==> src/rtl/mips_alu_pkg.sv <==
// Shared types for the multiply/divide unit: operation codes, FSM states and
// small decode helpers used by the unit and its testbench.
package mips_alu_pkg;

    typedef enum logic [2:0] {
        MULT  = 3'd0,
        MULTU = 3'd1,
        DIV   = 3'd2,
        DIVU  = 3'd3,
        MTHI  = 3'd4,
        MTLO  = 3'd5
    } muldiv_op_t;

    typedef enum logic [1:0] {
        IDLE = 2'd0,
        CALC = 2'd1,
        FIX  = 2'd2
    } muldiv_state_t;

    // Signed operations take operand magnitudes and fix signs at the end.
    function automatic logic op_is_signed(input muldiv_op_t o);
        return (o == MULT) || (o == DIV);
    endfunction

    function automatic logic op_is_mul(input muldiv_op_t o);
        return (o == MULT) || (o == MULTU);
    endfunction

    function automatic logic op_is_arith(input muldiv_op_t o);
        return (o == MULT) || (o == MULTU) || (o == DIV) || (o == DIVU);
    endfunction

endpackage

==> src/rtl/mips_div_step.sv <==
// One restoring-divide iteration: shift the next dividend bit into the partial
// remainder, subtract the divisor when it fits, and shift in the quotient bit.
// The quotient register initially holds the dividend and is consumed MSB first.
module mips_div_step #(
    parameter int unsigned WIDTH = 32
) (
    input  logic [WIDTH-1:0] rem_i,
    input  logic [WIDTH-1:0] quo_i,
    input  logic [WIDTH-1:0] divisor_i,
    output logic [WIDTH-1:0] rem_o,
    output logic [WIDTH-1:0] quo_o
);

    logic [WIDTH:0] shifted;
    logic [WIDTH:0] diff;
    logic           fits;

    // Trial subtraction; with a zero divisor every bit "fits" and the
    // remainder ends up equal to the dividend.
    always_comb begin
        shifted = {rem_i, quo_i[WIDTH-1]};
        diff    = shifted - {1'b0, divisor_i};
        fits    = (shifted >= {1'b0, divisor_i});
        rem_o   = fits ? diff[WIDTH-1:0] : shifted[WIDTH-1:0];
        quo_o   = {quo_i[WIDTH-2:0], fits};
    end

endmodule

==> src/rtl/mips_muldiv_unit.sv <==
// Iterative multiply/divide unit owning the HI/LO registers.
// MULT/MULTU/DIV/DIVU run one bit per cycle (IDLE -> CALC -> FIX -> IDLE);
// MTHI/MTLO write HI/LO directly.
// Optional build macro MULDIV_FAST_MUL_EN: multiplies bypass CALC using a
// single-cycle multiplier and complete one cycle after accept.
module mips_muldiv_unit
    import mips_alu_pkg::*;
#(
    parameter int unsigned WIDTH = 32
) (
    input  logic             clk,
    input  logic             rst_n,
    input  logic             start,
    input  logic [2:0]       op,
    input  logic [WIDTH-1:0] rs_content,
    input  logic [WIDTH-1:0] rt_content,
    input  logic             abort,
    output logic             busy,
    output logic             done,
    output logic             div_by_zero,
    output logic [WIDTH-1:0] hi,
    output logic [WIDTH-1:0] lo
);

    localparam int unsigned CNT_W = $clog2(WIDTH + 1);

    muldiv_state_t    state_q, state_d;
    muldiv_op_t       op_q, op_d;
    logic [CNT_W-1:0] cnt_q, cnt_d;
    // acc_hi/acc_lo: multiply = {partial product, multiplier},
    //                divide   = {partial remainder, dividend/quotient}
    logic [WIDTH-1:0] acc_hi_q, acc_hi_d;
    logic [WIDTH-1:0] acc_lo_q, acc_lo_d;
    // Multiplicand or divisor magnitude.
    logic [WIDTH-1:0] opnd_q, opnd_d;
    logic [WIDTH-1:0] hi_q, hi_d;
    logic [WIDTH-1:0] lo_q, lo_d;
    logic             neg_res_q, neg_res_d;
    logic             neg_rem_q, neg_rem_d;
    logic             done_q, done_d;
    logic             dbz_q, dbz_d;

    muldiv_op_t       op_in;
    logic             rs_neg, rt_neg;
    logic [WIDTH-1:0] rs_mag, rt_mag;
    logic [WIDTH:0]   mul_sum;
    logic [WIDTH-1:0] div_rem, div_quo;
    logic [2*WIDTH-1:0] prod_fix;
    logic [WIDTH-1:0] quo_fix, rem_fix;
    logic             last_iter;

`ifdef MULDIV_FAST_MUL_EN
    logic [2*WIDTH-1:0] fast_prod;
`endif

    // Operand decode: magnitudes for signed ops, raw values otherwise.
    always_comb begin
        op_in  = muldiv_op_t'(op);
        rs_neg = op_is_signed(op_in) & rs_content[WIDTH-1];
        rt_neg = op_is_signed(op_in) & rt_content[WIDTH-1];
        rs_mag = rs_neg ? -rs_content : rs_content;
        rt_mag = rt_neg ? -rt_content : rt_content;
    end

`ifdef MULDIV_FAST_MUL_EN
    // Single-cycle magnitude product, loaded straight into the accumulator.
    always_comb begin
        fast_prod = (2*WIDTH)'(rs_mag) * (2*WIDTH)'(rt_mag);
    end
`endif

    // Shift-add multiply step: add multiplicand when the multiplier LSB is set,
    // then shift the whole accumulator right by one.
    always_comb begin
        mul_sum = {1'b0, acc_hi_q} + (acc_lo_q[0] ? {1'b0, opnd_q} : '0);
    end

    mips_div_step #(
        .WIDTH(WIDTH)
    ) u_div_step (
        .rem_i     (acc_hi_q),
        .quo_i     (acc_lo_q),
        .divisor_i (opnd_q),
        .rem_o     (div_rem),
        .quo_o     (div_quo)
    );

    // Sign correction of the magnitude results for the FIX cycle.
    always_comb begin
        prod_fix  = neg_res_q ? -{acc_hi_q, acc_lo_q} : {acc_hi_q, acc_lo_q};
        quo_fix   = neg_res_q ? -acc_lo_q : acc_lo_q;
        rem_fix   = neg_rem_q ? -acc_hi_q : acc_hi_q;
        last_iter = (cnt_q == CNT_W'(WIDTH - 1));
    end

    // Next-state and datapath control for the IDLE/CALC/FIX sequence.
    always_comb begin
        state_d   = state_q;
        op_d      = op_q;
        cnt_d     = cnt_q;
        acc_hi_d  = acc_hi_q;
        acc_lo_d  = acc_lo_q;
        opnd_d    = opnd_q;
        hi_d      = hi_q;
        lo_d      = lo_q;
        neg_res_d = neg_res_q;
        neg_rem_d = neg_rem_q;
        done_d    = 1'b0;
        dbz_d     = dbz_q;

        case (state_q)
            IDLE: begin
                // Abort alongside start in IDLE suppresses the request.
                if (start && !abort) begin
                    if (op_is_arith(op_in)) begin
                        dbz_d     = 1'b0;
                        op_d      = op_in;
                        cnt_d     = '0;
                        neg_res_d = rs_neg ^ rt_neg;
                        neg_rem_d = rs_neg;
                        acc_hi_d  = '0;
                        if (op_is_mul(op_in)) begin
                            acc_lo_d = rt_mag;
                            opnd_d   = rs_mag;
                        end else begin
                            acc_lo_d = rs_mag;
                            opnd_d   = rt_mag;
                        end
                        state_d = CALC;
`ifdef MULDIV_FAST_MUL_EN
                        if (op_is_mul(op_in)) begin
                            {acc_hi_d, acc_lo_d} = fast_prod;
                            state_d              = FIX;
                        end
`else
                        state_d = CALC;
`endif
                    end else if (op_in == MTHI) begin
                        dbz_d  = 1'b0;
                        hi_d   = rs_content;
                        done_d = 1'b1;
                    end else if (op_in == MTLO) begin
                        dbz_d  = 1'b0;
                        lo_d   = rs_content;
                        done_d = 1'b1;
                    end
                end
            end

            CALC: begin
                if (abort) begin
                    state_d = IDLE;
                end else begin
                    if (op_is_mul(op_q)) begin
                        acc_hi_d = mul_sum[WIDTH:1];
                        acc_lo_d = {mul_sum[0], acc_lo_q[WIDTH-1:1]};
                    end else begin
                        acc_hi_d = div_rem;
                        acc_lo_d = div_quo;
                    end
                    cnt_d = cnt_q + CNT_W'(1);
                    if (last_iter) begin
                        state_d = FIX;
                    end
                end
            end

            FIX: begin
                state_d = IDLE;
                if (!abort) begin
                    done_d = 1'b1;
                    if (op_is_mul(op_q)) begin
                        hi_d = prod_fix[2*WIDTH-1:WIDTH];
                        lo_d = prod_fix[WIDTH-1:0];
                    end else begin
                        // The remainder path already equals the dividend when
                        // the divisor is zero; only the quotient is forced.
                        hi_d  = rem_fix;
                        lo_d  = (opnd_q == '0) ? '1 : quo_fix;
                        dbz_d = (opnd_q == '0);
                    end
                end
            end

            default: begin
                state_d = IDLE;
            end
        endcase
    end

    // State and datapath registers with asynchronous active-low reset.
    always_ff @(posedge clk or negedge rst_n) begin
        if (!rst_n) begin
            state_q   <= IDLE;
            op_q      <= MULT;
            cnt_q     <= '0;
            acc_hi_q  <= '0;
            acc_lo_q  <= '0;
            opnd_q    <= '0;
            hi_q      <= '0;
            lo_q      <= '0;
            neg_res_q <= 1'b0;
            neg_rem_q <= 1'b0;
            done_q    <= 1'b0;
            dbz_q     <= 1'b0;
        end else begin
            state_q   <= state_d;
            op_q      <= op_d;
            cnt_q     <= cnt_d;
            acc_hi_q  <= acc_hi_d;
            acc_lo_q  <= acc_lo_d;
            opnd_q    <= opnd_d;
            hi_q      <= hi_d;
            lo_q      <= lo_d;
            neg_res_q <= neg_res_d;
            neg_rem_q <= neg_rem_d;
            done_q    <= done_d;
            dbz_q     <= dbz_d;
        end
    end

    assign busy        = (state_q != IDLE);
    assign done        = done_q;
    assign div_by_zero = dbz_q;
    assign hi          = hi_q;
    assign lo          = lo_q;

endmodule

==> config.mk <==
export PLATFORM = sky130hd
export DESIGN_NAME = mips_muldiv_unit
export DESIGN_NICKNAME = d
export VERILOG_FILES = /design/src/rtl/mips_alu_pkg.sv /design/src/rtl/mips_div_step.sv /design/src/rtl/mips_muldiv_unit.sv
export SDC_FILE = /design/constraint.sdc
export NUM_CORES = 1
export LEC_CHECK = 0
export BUFFER_PORTS_ARGS = -buffer_cell sky130_fd_sc_hd__clkbuf_2
export CAP_MARGIN = 10
export CORE_MARGIN = 2
export CORE_UTILIZATION = 46
export DETAILED_ROUTE_END_ITERATION = 10
export MAX_ROUTING_LAYER = met4
export REMOVE_ABC_BUFFERS = 1
export SLEW_MARGIN = 20
export SYNTH_ARGS = -nofsm -noshare
export SYNTH_HDL_FRONTEND = slang
export SYNTH_SLANG_ARGS = --single-unit
==> constraint.sdc <==
create_clock -name clk -period 5.9 [get_ports clk]
set_clock_uncertainty 0.1 [all_clocks]
set_input_delay 0 -clock clk [delete_from_list [all_inputs] [get_ports clk]]
set_output_delay 0 -clock clk [all_outputs]
set_load 0.05 [all_outputs]
* After elaboration in Yosys (flattened, before gate mapping)
Cells that the tools add are included.
** Word-level totals
- Memories :: 0
- ROM bits :: 0
- Output and inout bits :: 67
- Latch bits :: 0
- Bits in registers :: 175
- Memory bits (writable) :: 0
- Logic and storage cells :: 119
- Input bits :: 71
** Cells by class
- Multiplexer cells :: 55
- Bitwise gates (word level) :: 3
- Reductions and logical operators :: 20
- Multiply operators :: 0
- Divide/modulo/power cells :: 0
- Order comparisons :: 1
- Shifts and indexed selects :: 0
- Add/sub/neg operators :: 8
- Eq/ne operators :: 20
** Operators with widths (count)
- $mux 32 :: 28
- $pmux 32 s2 :: 4
- $neg 32->32 :: 4
- $mux 64 :: 1
- $neg 64->64 :: 1
- $add 32x32->33 :: 1
- $ge 33x32->1 :: 1
- $logic_not 32->1 :: 1
- $sub 32x32->32 :: 1
- $mux 6 :: 3
- $ne 2x2->1 const B :: 9
- $pmux 6 s2 :: 1
- $mux 1 :: 11
- $reduce_and 5->1 :: 2
- $mux 2 :: 4
- $add 6x1->6 const B :: 1
- $eq 3x1->1 const B :: 2
- $eq 3x2->1 const B :: 2
- $eq 3x3->1 const B :: 2
- $eq 6x5->1 const B :: 1
- $logic_not 3->1 :: 2
- $reduce_and 3->1 :: 2
- $reduce_and 6->1 :: 1
- $reduce_bool 2->1 :: 3
- other kinds (13) :: 19

* Longest topological paths before layout
Gate-level depths: netlist of run 1.
- Depth in word-level cells :: 8
- Gate-level depth with buffers :: 14
- Gate-level depth less buffers :: 13

* Hierarchy
From an unflattened synthesis of run 1, not the netlist that was laid out.
** Second synthesis, totals
- Cell total of the unflattened synthesis :: 2040
- Area, all modules :: 15782.6 um2
** By module, submodules not included
- mips_muldiv_unit :: area each 13211.4 um2, instances 1, cells an instance 1685
- mips_div_step :: area each 2571.2 um2, instances 1, cells an instance 355

* Worst setup path before layout of run 1
Ideal clock, no wire load.
- Kind :: register to register
- From :: register acc_lo_q[0]
- To :: register acc_hi_q[24]
- Required time :: 5.658 ns
- Clock period less this slack :: 3.404 ns
- Path slack :: 2.496 ns
- Cell stages (with the launch flop) :: 14
- Path buffers :: 1
- Arrival :: 3.162 ns
- Cell sequence :: dfrtp_1 inv_1 clkbuf_1 nor2_1 ha_1 a21o_1 a21o_1 a21o_1 o21bai_1 a2111oi_0 o31ai_1 a21oi_1 xnor2_1 o221ai_1
** On the way
- Cells in the longest elaborated chain, start to end :: 5
** Ends and longest elaborated chain
- start, declared :: line mips_muldiv_unit.sv:33 : logic [WIDTH-1:0] acc_lo_q, acc_lo_d;
- start signal, assigned :: line mips_muldiv_unit.sv:211 : acc_lo_q <= acc_lo_d;
- $mux 32 :: line mips_muldiv_unit.sv:75 : mul_sum = {1'b0, acc_hi_q} + (acc_lo_q[0] ? {1'b0, opnd_q} : '0);
- $add 32x32->33 :: line mips_muldiv_unit.sv:75
- $mux 32 :: line mips_muldiv_unit.sv:154 : if (op_is_mul(op_q)) begin
- $mux 32 :: line mips_muldiv_unit.sv:151 : if (abort) begin
- $pmux 32 s2 :: line mips_muldiv_unit.sv:111 : case (state_q)
- end signal, assigned :: line mips_muldiv_unit.sv:210 : acc_hi_q <= acc_hi_d;
- end, declared :: line mips_muldiv_unit.sv:32 : logic [WIDTH-1:0] acc_hi_q, acc_hi_d;
No other way between the ends. The select of a mux whose other input is x is not followed.
A chain may end at the register's enable or synchronous reset.

* Final worst setup path of run 1
- From :: register acc_lo_q[31]
- To :: register acc_hi_q[24]
** On the way
- Cells in the longest elaborated chain, start to end :: 5
- Elaborated cells on any way between the ends :: 6
- Classes of those cells :: add/sub: 1; order compare: 1; mux: 4
** Ends and longest elaborated chain
- $sub 32x32->32 or $ge 33x32->1 (tied branches) :: line mips_div_step.sv:22, mips_div_step.sv:23
- $mux 32 * :: line mips_div_step.sv:24 : rem_o = fits ? diff[WIDTH-1:0] : shifted[WIDTH-1:0];
- $mux 32 * :: line mips_muldiv_unit.sv:154
- $mux 32 * :: line mips_muldiv_unit.sv:151
- $pmux 32 s2 * :: line mips_muldiv_unit.sv:111
Every way passes the cells marked *; elsewhere a longest branch is shown, timed or not. The select of a mux whose other input is x is not followed.

==> flow_summary.yaml, run 1 <==
sta:
  timing.final.max_slew_violations: 0
  hold_viol: 1
  report.final.setup_viol: 0
  worst_hold_slack_ns: -0.00236
  finalWorstSetupSlack_ns: 1.67
  final.period_utilization_pct: 71.7
  timing.slew.headroom_pct: 32.3
  max_freq_mhz: 236
  tmin_final_ns: 4.23
  timing_worst_slew_pin_value_ns: 1.01
  unrepaired_setup_endpoints_after_global_routing: "no"
die:
  start_util_pct: 46.9
  die_w_microns: 187
  dieHeight_microns: 187
  rows: 66
  floorplan.die_area_sq_um: 34800
  ios: 138
  coreArea_sq_um: 32700
clocking:
  num_clock_sinks: 174
  cts_tree: "built"
  cts_root_buffer: "clkbuf_16"
  cts_max_path_buffers: 2
  cts.repair.resized: 0
  clock_tree.htree_level_count: 4
  cts-buffers-inserted: 17
  clkTransAtPathRegs_ns: 0.07
  worst_skew_pair.late_latency_ns: 0.46
  postCtsSetupBuffers: 0
route:
  drt_pre_antenna_iters: 6
  ant_nets: 0
  wire_per_inst_microns: 23.5
  drt_first_iter_violations: 1745
  drc: 0
  routed_wl_microns: 61400
  vias: 16445
  detail_route.vias_per_cell: 6.29
critical_path:
  worst-endpoint-arrival_ns: 4.45
  timing_worst_setup_path_type: "reg -> reg"
  cp_max_fo: 5
  critical_path.endpoint_type: "register"
  critPathRequiredTime_ns: 6.12
  crit_path_start_kind: "register"
place:
  rd_place_congestion: 0.956
  pre_cts_ws_ns: 1.82
  post-place-cells: 2514
  detailed_place_hpwl_microns: 45600
  buffer_ports.inserted: 137
run:
  max_cap_viol_count: 0
pwr:
  pwr_density_cell_nw_per_um2: 537
  cellLeakagePower_nw: 7.89
  vdd_drop_max_uv: 277
layout:
  final_cells: 2615
  final_net_count: 2301
  layout.core_utilization_pct: 54.2
  flow.area_growth_from_synthesis_pct: 15.5
  drive_gt1_share_pct: 10.6
min_path:
  hold_class: "in -> reg"
synth:
  syn-instance-count: 2037
  avgSynthCellArea_sq_um: 7.53
  synth_area_sq_um: 15300
  synth_edf_count: 0
  dominantRegCellSynth: "dfrtp_1"
  seq_area_frac_synth_pct: 28.4
  synth.ff_latch_count: 174
  yosys_warnings: 0
  yosysUniqueCellTypes: 80
  asyncSetResetFlopFracSynth_pct: 100
status:
  outcome: "finished, violations left"
  violations_in_the_final_reports: "hold timing"
global_route:
  track_usage_pct: 35.8
  first_global_vias: 15414
  antenna_violations_before_repair: 0
  gr-total-overflow: 0
  grt_pass1_wl_microns: 93600
  grt_start_max_net_pins: 70
==> cell families after synthesis <==
group	count (synthesis)	share of synthesized area (%)
AO/OA/AOI/OAI	683	27.3
buffers and inverters	195	4.85
adder cells (fa/ha/maj)	71	5.89
XOR/XNOR	169	9.65
multiplexers	25	1.65
flip-flops	174	28.4
AND/OR/NAND/NOR	720	22.3
==> stage by stage <==
stage / power (W) / hold slack, ns / instance area, sq um / TNS (ns)
floorplan: 0.00619 / -0.396 / 14800 / -12.34
global placement: 0.00801 / -0.126 / 16300 / 0
detailed placement: 0.00800 / -0.127 / 16300 / 0
CTS: 0.00940 / 0.000882 / 17700 / 0
global route: 0.0101 / 0.0367 / 17700 / 0
finish: 0.00952 / -0.00236 / 17700 / 0
==> final cells by class <==
| class | count | area, sq um |
|---|---|---|
| clock buffer | 22 | 454 |
| clock inverter | 10 | 209 |
| fill | 3235 | 15000 |
| tap | 442 | 553 |
| sequential | 174 | 4350 |
| inverter | 66 | 248 |
| antenna | 1 | 2.50 |
| multi-input combinational | 1668 | 10300 |
| timing repair buffer | 232 | 1600 |
==> cell usage in the layout, fill, tap and decap left out, types with 46 or more instances in the layout <==
cell type	Yosys	routed
nand2_1	275	274
a21oi_1	199	199
nor2_1	181	178
dfrtp_1	174	174
o21ai_0	158	158
clkbuf_2	0	136
xnor2_1	96	96
xor2_1	73	73
ha_1	69	69
dlygate4sd3_1	0	67
inv_1	66	66
nor3_1	46	46
o21ai_1	48	46
==> synth_stat cells (20+ instances only) <==
master,n,area share [%]
a31oi_1,26,1.1
clkbuf_1,116,2.8
o21ai_0,158,5.2
nor4_1,31,1.3
o221ai_1,20,1.1
xnor2_1,96,5.5
mux2i_1,23,1.5
ha_1,69,5.6
o211ai_1,38,1.9
nor3_1,46,1.5
o21ai_1,48,1.6
a21o_1,30,1.5
inv_1,66,1.6
nor2_1,181,4.4
xor2_1,73,4.2
o31ai_1,26,1.3
o22ai_1,31,1.3
a21oi_1,199,6.5
nand2_1,275,6.7
dfrtp_1,174,28
nand3_1,27,0.88
or3_1,25,1.0
==> flip-flops by register name (all words and copies together), names as in the netlist <==
register,flops
neg_rem_q,1
acc_lo_q,32
opnd_q,32
hi,32
acc_hi_q,32
div_by_zero,1
done,1
op_q,2
neg_res_q,1
lo,32
cnt_q,6
state_q,2
==> timing repair <==
action,in CTS,in global routing
hold buffers,68,0
hold endpoints to repair,145,0
endpoints found under the setup margin,0,0
==> layer usage <==
metal,vias up,global-route usage [%],wire (microns)
li1,7607,-,-
met2,748,53.1,27000
met3,116,4.68,4310
met1,7974,49.5,27800
met4,0,13.9,2310
met5,-,-,0
==> power by group <==
group	switching [W]	total, W	internal [W]	leakage [nW]
sequential	0.000670	0.00229	0.00162	2.19
clock	0.000524	0.00133	0.000807	0.315
combinational	0.00384	0.00590	0.00206	5.38
==> worst paths after layout <==
path                            slack [ns]                        to  cells after the start                      from
worst max-delay path                  1.67  acc_hi_q[24]$_DFFE_PN0P_                     12  acc_lo_q[31]$_DFFE_PN0P_
worst min-delay path                -0.002     opnd_q[9]$_DFFE_PN0P_                      5             rt_content[9]
worst max register to register        1.67  acc_hi_q[24]$_DFFE_PN0P_                     12  acc_lo_q[31]$_DFFE_PN0P_
worst min register to register        0.38         lo[4]$_DFFE_PN0P_                      2         lo[4]$_DFFE_PN0P_
max in group asynchronous             4.74  acc_lo_q[23]$_DFFE_PN0P_                      3                     rst_n
min in group asynchronous             0.03   acc_hi_q[6]$_DFFE_PN0P_                      3                     rst_n
==> critical path: stages, from the launching register on <==
cell,delay (ns)
dfrtp_1,0.43
inv_1,0.19
ha_1,0.21
inv_1,0.06
fa_1,0.39
a21o_1,0.21
a2111oi_0,0.71
o21ai_1,0.36
a2111oi_0,0.90
xor2_1,0.21
nor2_1,0.05
a21oi_1,0.14
o221ai_1,0.12
Power figures use the tool's default switching activity.
==> run 2, diff against run 1 <==
==> constraint.sdc (replaced) <==
create_clock -name clk -period 4 [get_ports clk]
set_clock_uncertainty 0.1 [all_clocks]
set_input_delay 0 -clock clk [delete_from_list [all_inputs] [get_ports clk]]
set_output_delay 0 -clock clk [all_outputs]
set_load 0.05 [all_outputs]
==> flow_summary.yaml, run 2 (same netlist as run 1, synthesis figures left out) <==
sta:
  setup-tns-final_ns: 0
  timing_worst_slew_pin_value_ns: 1.07
  unrepaired_setup_endpoints_after_global_routing: "no"
  timing.slew.headroom_pct: 28.7
  worst_hold_slack_ns: 0.0110
  hold_viol: 0
  max_freq_mhz: 261
  tmin_final_ns: 3.84
  timing.final.max_slew_violations: 0
  report.final.setup_viol: 0
  final.period_utilization_pct: 95.9
  finalWorstSetupSlack_ns: 0.163
critical_path:
  worst-endpoint-arrival_ns: 4.05
  cp_max_fo: 5
  crit_path_start_kind: "register"
  ff2ff_setup_slack_ns: 0.16
  critPathRequiredTime_ns: 4.21
  critical_path.endpoint_type: "register"
  timing_worst_setup_path_type: "reg -> reg"
  ff2ff_path_depth: 13
clocking:
  num_clock_sinks: 174
  clkTransAtPathRegs_ns: 0.08
  cts_max_path_buffers: 2
  cts-buffers-inserted: 17
  postCtsSetupBuffers: 0
  cts_tree: "built"
  cts_root_buffer: "clkbuf_16"
  worst_skew_pair.late_latency_ns: 0.46
  clock_tree.htree_level_count: 4
status:
  outcome: "completed"
global_route:
  grt_start_max_net_pins: 100
  first_global_vias: 15490
  track_usage_pct: 36.7
  busiest_layer: "met2"
  antenna_violations_before_repair: 1
  met2_usage_pct: 54.0
  gr-usage-met3_pct: 5.40
  grt_pass1_wl_microns: 96000
  gr-total-overflow: 0
  globalRouteMet1Util_pct: 51.3
place:
  pre_cts_ws_ns: 0.171
  rd_place_congestion: 1.01
  buffer_ports.inserted: 137
  detailed_place_hpwl_microns: 47600
die:
  dieHeight_microns: 187
  ios: 138
  floorplan.die_area_sq_um: 34800
  start_util_pct: 46.9
  coreArea_sq_um: 32700
  rows: 66
  die_w_microns: 187
layout:
  layout_commonest_cell: "nand2_1"
  final_net_count: 2332
  drive_gt1_share_pct: 12.4
  flow.area_growth_from_synthesis_pct: 16.3
  mostFrequentLayoutCells: "nand2_1 (274), a21oi_1 (199), nor2_1 (178)"
route:
  vias: 16569
  drt_first_iter_violations: 1739
  drc: 0
  routed_wl_microns: 63200
  ant_nets: 0
  drt_pre_antenna_iters: 6
  wire_per_inst_microns: 23.9
  detail_route.vias_per_cell: 6.26
pwr:
  cellLeakagePower_nw: 8.00
  vdd_drop_max_uv: 543
  pwr_density_cell_nw_per_um2: 795
run:
  max_cap_viol_count: 0
min_path:
  hold_class: "in -> reg"
  hold_depth: 6
run 2: cell count changes in the layout (fill, tap and decap cells not counted):
| cell | before | now |
|---|---|---|
| clkinv_2 | 1 | 2 |
| a2111oi_2 | 1 | 0 |
| a2111oi_1 | 0 | 1 |
| inv_6 | 1 | 4 |
| dlygate4sd3_1 | 67 | 57 |
| buf_12 | 0 | 2 |
| nand2_2 | 0 | 1 |
| clkinvlp_4 | 2 | 3 |
| buf_16 | 1 | 0 |
| buf_4 | 27 | 67 |
| bufinv_16 | 6 | 2 |
| clkbuf_1 | 4 | 1 |
| nand2_4 | 1 | 0 |
| clkinv_4 | 0 | 1 |
run 2: report_power, final:
group	internal [W]	switching, W	leakage (nW)
clock network	0.000941	0.000806	0.277
logic	0.00327	0.00595	5.53
registers	0.00239	0.000826	2.19
run 2: area by class of cell:
type / count / area, sq um
fill: 3265 / 14900
timing repair buffer: 263 / 1810
tap: 442 / 553
multi-input combinational: 1668 / 10300
clock inverter: 12 / 136
inverter: 66 / 248
antenna: 1 / 2.50
clock buffer: 19 / 443
sequential: 174 / 4350
run 2: per-layer routing:
layer	share of wire, %	up-vias
li1	-	7662
met1	45	7980
met2	43	809
met3	7.7	118
met4	3.5	0
met5	0	-
run 2: stage by stage:
stage / cell area [sq um] / util [%] / cells / power (W)
floorplan: 14800 / - / 1908 / 0.00913
global placement: 16700 / 51.0 / 2556 / 0.0122
detailed placement: 16700 / 51.0 / 2556 / 0.0121
CTS: 17800 / 54.5 / 2644 / 0.0140
global route: 17800 / 54.5 / 2645 / 0.0151
finish: 17800 / 54.5 / 2645 / 0.0142
run 2: timing repair:
item / CTS / global route
gates resized for setup: 0 / 1
endpoints found under the hold margin: 191 / 0
setup endpoints to repair: 0 / 1
hold buffers: 57 / 0
run 2: worst max-delay path: stages, from the launching register on:
cell,delay [ns]
dfrtp_1,0.46
inv_1,0.20
ha_1,0.22
inv_1,0.07
fa_1,0.41
a21o_1,0.21
a2111oi_0,0.40
buf_4,0.19
o21ai_1,0.18
a2111oi_1,0.67
xor2_1,0.23
nor2_1,0.06
a21oi_1,0.14
o221ai_1,0.14
run 2: final timing paths:
check | start | to
worst max-delay path | acc_lo_q[31]$_DFFE_PN0P_ | acc_hi_q[24]$_DFFE_PN0P_
worst min-delay path | op[1] | div_by_zero$_DFFE_PN0P_
worst max register to register | acc_lo_q[31]$_DFFE_PN0P_ | acc_hi_q[24]$_DFFE_PN0P_
worst min register to register | lo[6]$_DFFE_PN0P_ | lo[6]$_DFFE_PN0P_
max in group asynchronous | rst_n | lo[20]$_DFFE_PN0P_
min in group asynchronous | rst_n | acc_hi_q[7]$_DFFE_PN0P_
==> run 3, diff against run 2 <==
--- a/config.mk
+++ b/config.mk
@@ -7,7 +7,7 @@
 export LEC_CHECK = 0
 export BUFFER_PORTS_ARGS = -buffer_cell sky130_fd_sc_hd__clkbuf_2
 export CAP_MARGIN = 10
-export CORE_MARGIN = 2
+export CORE_MARGIN = 1.5
 export CORE_UTILIZATION = 46
 export DETAILED_ROUTE_END_ITERATION = 10
 export MAX_ROUTING_LAYER = met4
@@ -15,4 +15,5 @@
 export SLEW_MARGIN = 20
 export SYNTH_ARGS = -nofsm -noshare
 export SYNTH_HDL_FRONTEND = slang
+export SYNTH_HIERARCHICAL = 1
 export SYNTH_SLANG_ARGS = --single-unit
==> flow_summary.yaml, run 3 <==
status:
  outcome: "finished, violations left"
  violations_in_the_final_reports: "hold timing"
clocking:
  postCtsSetupBuffers: 0
  clock_tree.htree_level_count: 4
  cts-buffers-inserted: 17
  cts_max_path_buffers: 2
  worst_skew_pair.late_latency_ns: 0.47
  cts_tree: "built"
  num_clock_sinks: 174
  cts_root_buffer: "clkbuf_16"
  clkTransAtPathRegs_ns: 0.07
pwr:
  vdd_drop_max_uv: 454
  cellLeakagePower_nw: 8.04
  total_power_w: 0.0150
  pwr_density_cell_nw_per_um2: 826
min_path:
  hold_class: "in -> async"
place:
  buffer_ports.inserted: 137
  postPlaceCellArea_sq_um: 17000
  rd_place_congestion: 0.973
  pre_cts_ws_ns: 0.0718
  detailed_place_hpwl_microns: 46300
synth:
  yosys_warnings: 6
  synth_edf_count: 0
  syn-instance-count: 2040
  synth_area_sq_um: 15800
  dominantRegCellSynth: "dfrtp_1"
  yosysTopAreaCellShare_pct: 27.6
  synth_largest_area_cell: "dfrtp_1"
  synth_most_common_cell: "nand2_1"
  synth.top_cells.by_count: "nand2_1 (271), a21oi_1 (201), o21ai_0 (187)"
  avgSynthCellArea_sq_um: 7.74
  asyncSetResetFlopFracSynth_pct: 100
  ys_top_cells_by_area: "dfrtp_1 (28%), nand2_1 (6.4%), a21oi_1 (6.4%)"
  seq_area_frac_synth_pct: 27.6
  yosysUniqueCellTypes: 88
  synth.ff_latch_count: 174
critical_path:
  crit_path_start_kind: "register"
  ff2ff_path_depth: 13
  critical_path.endpoint_type: "register"
  critical_path_buf_inv_count: 3
  crit_path_cell_trace: "ha_1 -> nand4_1 -> nor3_2 -> o211ai_1 -> nor4b_4 -> o21ai_2 -> a31oi_4 -> o21a_4 -> inv_2 -> buf_12 -> mux2_2 -> a222oi_1 -> inv_1"
  cp_max_fo: 18
  worst-endpoint-arrival_ns: 3.98
  ff2ff_setup_slack_ns: 0.26
  critPathRequiredTime_ns: 4.25
  timing.rr.end: "acc_hi_q[16]$_DFFE_PN0P_"
  worst_r2r_startpoint: "acc_hi_q[9]$_DFFE_PN0P_"
  crit_path_from: "acc_hi_q[9]$_DFFE_PN0P_"
  timing_worst_setup_path_type: "reg -> reg"
  critical-path-max-stage-delay_ns: 0.48
  critical-path-top-delay-family: "compound AO/OA/AOI/OAI gates"
  critical-path-slowest-cell: "dfrtp_1"
layout:
  layout.cell_area.non_filler_sq_um: 18200
  drive_gt1_share_pct: 14.8
  final_net_count: 2334
  mostFrequentLayoutCells: "nand2_1 (270), a21oi_1 (201), o21ai_0 (185)"
  flow.area_growth_from_synthesis_pct: 15.2
  layout_commonest_cell: "nand2_1"
  num-fill-cells: 3233
sta:
  final.period_utilization_pct: 93.4
  hold_viol: 1
  tmin_final_ns: 3.74
  unrepaired_setup_endpoints_after_global_routing: "no"
  report.final.setup_viol: 0
  timing.slew.headroom_pct: 37.4
  max_freq_mhz: 268
  worst_hold_slack_ns: -0.000605
  finalWorstSetupSlack_ns: 0.264
  timing_worst_slew_pin_value_ns: 0.939
  timing.final.max_slew_violations: 0
die:
  start_util_pct: 46.9
  rows: 67
  ios: 138
  dieHeight_microns: 188
  floorplan.die_area_sq_um: 35400
  die_w_microns: 188
  coreArea_sq_um: 33600
route:
  drc: 0
  detail_route.vias_per_cell: 6.15
  drt_pre_antenna_iters: 5
  wire_per_inst_microns: 23.1
  vias: 16331
  drt_first_iter_violations: 1551
  routed_wl_microns: 61200
  ant_nets: 0
global_route:
  first_global_vias: 15961
  gr-total-overflow: 0
  antenna_violations_before_repair: 3
  grt_start_max_net_pins: 63
  track_usage_pct: 35.8
  grt_pass1_wl_microns: 94600
run:
  max_cap_viol_count: 0
## run 3: cell count changes in the layout (fill, tap and decap cells not counted), moves of 15 or more
cell      before  now
xor2_1        73   92
o21ai_0      158  185
mux2_2         1   20
o211ai_1      38   10
o21ai_1       46   16
and2_1        17   41
a22oi_1        9   24
nor2_1       178  157
## run 3: worst max path at each step
stage / to / slack (ns) / cells past startpoint
detailed placement: acc_hi_q[16]$_DFFE_PN0P_ / 0.07 / 13
floorplan: acc_lo_q[29]$_DFFE_PN0P_ / -3.73 / 5
global placement: acc_hi_q[16]$_DFFE_PN0P_ / 0.11 / 13
finish: acc_hi_q[16]$_DFFE_PN0P_ / 0.26 / 13
CTS: acc_hi_q[16]$_DFFE_PN0P_ / 0.02 / 13
global route: acc_hi_q[16]$_DFFE_PN0P_ / 0.02 / 13
## run 3: cells by family after synthesis
| family | count (synthesis) | share of synthesized area (%) |
|---|---|---|
| DFF | 174 | 27.6 |
| adders and majority gates | 71 | 5.72 |
| AOI/OAI and AO/OA | 669 | 26.3 |
| and+or+nand+nor | 698 | 21.4 |
| xor gates and xnor gates | 174 | 9.66 |
| buffers and inverters | 208 | 5.95 |
| muxes | 46 | 3.36 |
## run 3: routing by layer
metal  vias up  part of all wire [%]  track usage [%]
li1       7606                     -                -
met5         -                     0                -
met3       143                   7.5             4.71
met4         0                   3.5             13.7
met2       762                    46             55.5
met1      7820                    43             47.5
## run 3: where the power goes
group	internal (W)	leakage [nW]	switching, W
Combinational	0.00380	5.58	0.00618
Sequential	0.00246	2.20	0.000922
Clock	0.000807	0.251	0.000839
## run 3: through the flow
step	utilization, %	instances	setup TNS [ns]
2_1_floorplan	-	1891	-303.82
3_3_place_gp	50.5	2554	0
3_5_place_dp	50.5	2554	0
4_1_cts	54.1	2653	0
5_1_grt	54.1	2654	0
6_report	54.1	2654	0
## run 3: area by class of cell
type / instances / area (sq um) / share of cell area (%)
clock inverters: 13 / 105 / 0.578
flip-flops and latches: 174 / 4350 / 24.0
clock buffers: 19 / 433 / 2.38
inverters: 59 / 221 / 1.22
repair buffers: 282 / 1970 / 10.9
multi-input cells: 1658 / 10500 / 57.9
well taps: 448 / 561 / 3.08
diodes: 1 / 2.50 / 0.0138
## run 3: what timing repair did
| item | 4_1_cts | 5_1_grt |
|---|---|---|
| setup endpoints to repair | 0 | 25 |
| hold endpoints to repair | 210 | 0 |
| hold buffers | 67 | 0 |
| gates resized for setup | 0 | 1 |
